[src/rtl/imem_loader.sv]
// imem_loader: streams a length-prefixed little-endian byte image into instruction memory while stalling the core
// Ports: clk_i/rst_n_i (async active-low), start_i load pulse, byte_i/byte_valid_i/byte_ready_o byte stream,
//        mem_we_o/mem_addr_o/mem_wdata_o memory write port, core_hold_o stall, done_o/err_o status levels.
// Optional: define LOADER_CHECKSUM_EN to require a 32-bit additive checksum trailer after the data words.
module imem_loader #(
  parameter int MEM_SIZE   = 1024,
  parameter int INST_WIDTH = 32
) (
  input  logic                          clk_i,
  input  logic                          rst_n_i,
  input  logic                          start_i,
  input  logic [7:0]                    byte_i,
  input  logic                          byte_valid_i,
  output logic                          byte_ready_o,
  output logic                          mem_we_o,
  output logic [$clog2(MEM_SIZE)+1:0]   mem_addr_o,
  output logic [INST_WIDTH-1:0]         mem_wdata_o,
  output logic                          core_hold_o,
  output logic                          done_o,
  output logic                          err_o
);
  localparam int IW = $clog2(MEM_SIZE);
  typedef enum logic [2:0] {IDLE, LEN, DATA, WRITE, CHK, DONE, ERR} state_t;
  state_t        state;
  logic [1:0]    cnt;
  logic [31:0]   data;
  logic [31:0]   len;
  logic [IW-1:0] idx;
  logic [31:0]   word;
  logic          fire;
  logic          last;
`ifdef LOADER_CHECKSUM_EN
  logic [31:0]   sum;
`endif
  assign fire = byte_valid_i & byte_ready_o;
  // bytes arrive LSB first, so shifting in from the top leaves a little-endian word after four bytes
  assign word = {byte_i, data[31:8]};
  assign last = 32'(idx) == len - 32'd1;
  always_ff @(posedge clk_i or negedge rst_n_i) begin
    if (!rst_n_i) begin
      state <= IDLE;
      cnt   <= '0;
      data  <= '0;
      len   <= '0;
      idx   <= '0;
`ifdef LOADER_CHECKSUM_EN
      sum   <= '0;
`endif
    end else begin
      case (state)
        IDLE, DONE, ERR: if (start_i) begin
          state <= LEN;
          cnt   <= '0;
          data  <= '0;
          idx   <= '0;
`ifdef LOADER_CHECKSUM_EN
          sum   <= '0;
`endif
        end
        LEN: if (fire) begin
          cnt  <= cnt + 2'd1;
          data <= word;
          if (cnt == 2'd3) begin
            len   <= word;
            state <= word == '0 ? DONE : word > 32'(MEM_SIZE) ? ERR : DATA;
          end
        end
        DATA: if (fire) begin
          cnt  <= cnt + 2'd1;
          data <= word;
          if (cnt == 2'd3) state <= WRITE;
        end
        WRITE: begin
          // hold the index on the final word so it can never wrap past the memory
          idx <= last ? idx : idx + 1'b1;
`ifdef LOADER_CHECKSUM_EN
          sum   <= sum + data;
          state <= last ? CHK : DATA;
`else
          state <= last ? DONE : DATA;
`endif
        end
`ifdef LOADER_CHECKSUM_EN
        CHK: if (fire) begin
          cnt  <= cnt + 2'd1;
          data <= word;
          if (cnt == 2'd3) state <= word == sum ? DONE : ERR;
        end
`endif
        default: state <= IDLE;
      endcase
    end
  end
  assign byte_ready_o = state == LEN || state == DATA || state == CHK;
  assign mem_we_o     = state == WRITE;
  assign mem_addr_o   = {idx, 2'b00};
  assign mem_wdata_o  = INST_WIDTH'(data);
  assign core_hold_o  = !(state == IDLE || state == DONE);
  assign done_o       = state == DONE;
  assign err_o        = state == ERR;
endmodule

[config.mk]
export PLATFORM = sky130hd
export DESIGN_NAME = imem_loader
export DESIGN_NICKNAME = d
export VERILOG_FILES = /design/src/rtl/imem_loader.sv
export SDC_FILE = /design/constraint.sdc
export NUM_CORES = 1
export LEC_CHECK = 0
export CELL_PAD_IN_SITES_DETAIL_PLACEMENT = 1
export CELL_PAD_IN_SITES_GLOBAL_PLACEMENT = 1
export CORE_UTILIZATION = 43
export CTS_CLUSTER_DIAMETER = 100
export DETAILED_ROUTE_END_ITERATION = 8
export GPL_TIMING_DRIVEN = 0
export PLACE_DENSITY_LB_ADDON = 0.1
export SLEW_MARGIN = 30
export SYNTH_ARGS = -nofsm -noshare
export SYNTH_HDL_FRONTEND = slang
export SYNTH_SLANG_ARGS = --single-unit
[constraint.sdc]
create_clock -name clk_i -period 4 [get_ports clk_i]
set_clock_uncertainty 0.1 [all_clocks]
set_input_delay 0.8 -clock clk_i [delete_from_list [all_inputs] [get_ports clk_i]]
set_output_delay 0.8 -clock clk_i [all_outputs]
set_load 0.01 [all_outputs]
==> run metrics <==
run status completed; Worst slew margin 51.2%; Critical Path Max Stage Delay 530 ps; global route overflow 0; share of cells above drive strength 1 15.8%; Leak 2.22 nW; post-cts sizing count 0; Worst-Margin Slew 725 ps; Final ANT Viol Nets 0; CTS clk-pin slew, worst paths 100 ps; WL/cell 20.3 microns; Ys Warns 0; Pwr Total 3.08 mW; ANT cells 0; Worst path top cell family by delay simple AND/OR/NAND/NOR gates; Mapped Cells between 300 and 400; GP Congestion 0.840; final WL 11000 microns; Placed Area 4770 sq um; R2R depth 10; Post-CTS Hold Buffers 0; Die W 98.7 microns; DR iter-0 viols 144; Overall Global Routing Usage 24.2%; Vias/cell 6.02; Max rail drop VDD 0.296 mV; die height 98.7 microns; HP Class in -> async; Pre-antenna DRT Iters 4; maximum clock insertion buffer count 2; # H-tree levels 3; Worst Path Buf+Inv 1; crit path cell chain inv_1 -> ha_1 -> nor3b_2 -> nand3_1 -> or4_1 -> a32oi_1 -> o2111ai_2 -> nor4_4 -> a211oi_1 -> a221o_1; cell count along the critical path 10; Clock Latency Late Sink 350 ps; max cap viols 0; setup TNS 0 ps; Die ar. 9750 sq um; Post-synth EDFFs 0; FP Rows 34; Seq/Total Area, Yosys 49.1%; FFs w/ async S/R, synth between 90% and 100%; CP Launch Type register; post-place setup slack between 300 and 400 ps; CP max stage cell or4_1; Starting Density roughly 45%; I/O pin count 61; crit path time final 3570 ps; Post-Layout Inst Area 4950 sq um; Root Buffer clkbuf_8; flops & latches, synth a little under 80; first-pass GRT wire length 18200 microns; DRC 0; final net count between 400 and 500; Worst EP required 4140 ps; core area 8890 sq um; Max Slew Vio Count 0; clock sinks 79; crit path DAT 3700 ps; Post CTS Setup Buffer Count 0; crit path capture type register; number of fill cells 969; initial antenna violation count 0; Unique masters post-synth 59; largest net degree at the start of global routing 57; CTS tree yes; IO Port Bufs 58; post-route worst setup slack 435 ps; Setup CP Type reg -> reg; pwr dens 623 nW/um^2; total number of vias 3244; Fmax 280 MHz; Final Hold Vio Count 0; final setup violation count 0; synthesized area 4020 sq um; RSZ-0062 raised after global routing no; fin crit share slightly below 90%; total clock buffers created by CTS 9; worst-path maximum fanout 8; Final HPWL DP approximately 8000 microns; top_reg_cell synth dfrtp_1; Syn Area/Cell between 10 and 15 sq um; vias in the first global route 3377; Syn-to-layout area delta 23.0%
-- power by group --
| group | leakage [nW] | internal, mW | switching, mW |
|---|---|---|---|
| registers | 1.04 | 1.01 | 0.323 |
| clock network | 0.0908 | 0.233 | 0.334 |
| logic | 1.08 | 0.664 | 0.516 |
-- cells in the mapped netlist (8+ instances only) --
cell | n | area, sq um
dfrtp_1 | 79 | 1980
a22o_1 | 33 | 289
mux2_2 | 33 | 372
nand2_1 | 23 | 86.3
nor4_1 | 13 | 81.3
xnor2_1 | 13 | 114
nor2_1 | 12 | 45.0
clkbuf_1 | 11 | 41.3
nand3_1 | 10 | 50.1
a21oi_1 | 9 | 45.0
inv_1 | 9 | 33.8
nor3_1 | 9 | 45.0
mux2i_1 | 8 | 80.1
-- logic make-up (layout without fill, tap and decap cells) --
logic type,after synthesis,in the layout,synth area share [%]
and+or+nand+nor,109,109,16.8
DFF,79,79,49.1
AOI/OAI and AO/OA,75,75,14.4
muxes,41,41,11.2
buffers and inverters,28,103,3.20
xor gates and xnor gates,19,19,4.14
adders and majority gates,3,3,0.933
other,1,2,0.0932
-- per-layer routing --
layer	global-route usage [%]	routed length, microns	vias to the layer above
li1	-	-	1483
met1	32.1	4910	1678
met2	41.3	5580	74
met3	4.04	331	9
met4	6.43	140	0
met5	0	0	-
-- per-stage QoR --
step	hold slack, ps	utilization [%]	std cells
after CTS	189	55.6	539
after floorplan	377	-	356
after detailed placement	392	53.7	523
after global placement	392	53.3	522
final	182	55.6	539
after global routing	184	55.6	539
-- layout by cell type, fill, tap and decap left out, types with 3 or more instances in the layout --
| cell type | instances |
|---|---|
| a21oi_1 | 9 |
| a22o_1 | 33 |
| a31oi_1 | 3 |
| buf_1 | 3 |
| buf_6 | 3 |
| clkbuf_1 | 11 |
| clkbuf_8 | 9 |
| clkdlybuf4s50_1 | 57 |
| dfrtp_1 | 79 |
| ha_1 | 3 |
| inv_1 | 9 |
| inv_6 | 4 |
| mux2_2 | 33 |
| mux2i_1 | 8 |
| nand2_1 | 23 |
| nand2b_1 | 7 |
| nand3_1 | 10 |
| nand4_1 | 5 |
| nor2_1 | 12 |
| nor2b_1 | 3 |
| nor3_1 | 9 |
| nor4_1 | 13 |
| nor4_4 | 3 |
| o21ai_0 | 7 |
| o31ai_1 | 4 |
| or4_1 | 6 |
| xnor2_1 | 13 |
| xor2_1 | 6 |
-- state kept, by name, summed over array words and instances (netlist names) --
name and count:
mem_wdata_o 32, state 3, cnt 2, len 32, idx 10
-- cell type report --
type	instances	area, sq um	share of cell area (%)
Sequential cell	79	1980	40.0
Multi-Input combinational cell	249	1920	38.8
Timing Repair Buffer	59	609	12.3
Tap cell	108	135	2.73
Clock buffer	9	124	2.50
Buffer	19	95.1	1.92
Clock inverter	7	52.6	1.06
Inverter	9	33.8	0.683
-- final timing paths --
check	startpoint	to	slack [ps]
worst max-delay path	len[0]	state[1]	430
worst min-delay path	rst_n_i	idx[2]	180
worst max register to register	len[0]	state[1]	430
worst min register to register	mem_wdata_o[6]	mem_wdata_o[6]	410
max in group asynchronous	rst_n_i	len[11]	3050
min in group clk_i	mem_wdata_o[6]	mem_wdata_o[6]	410
Note: power is estimated with default switching activity, not from simulation.
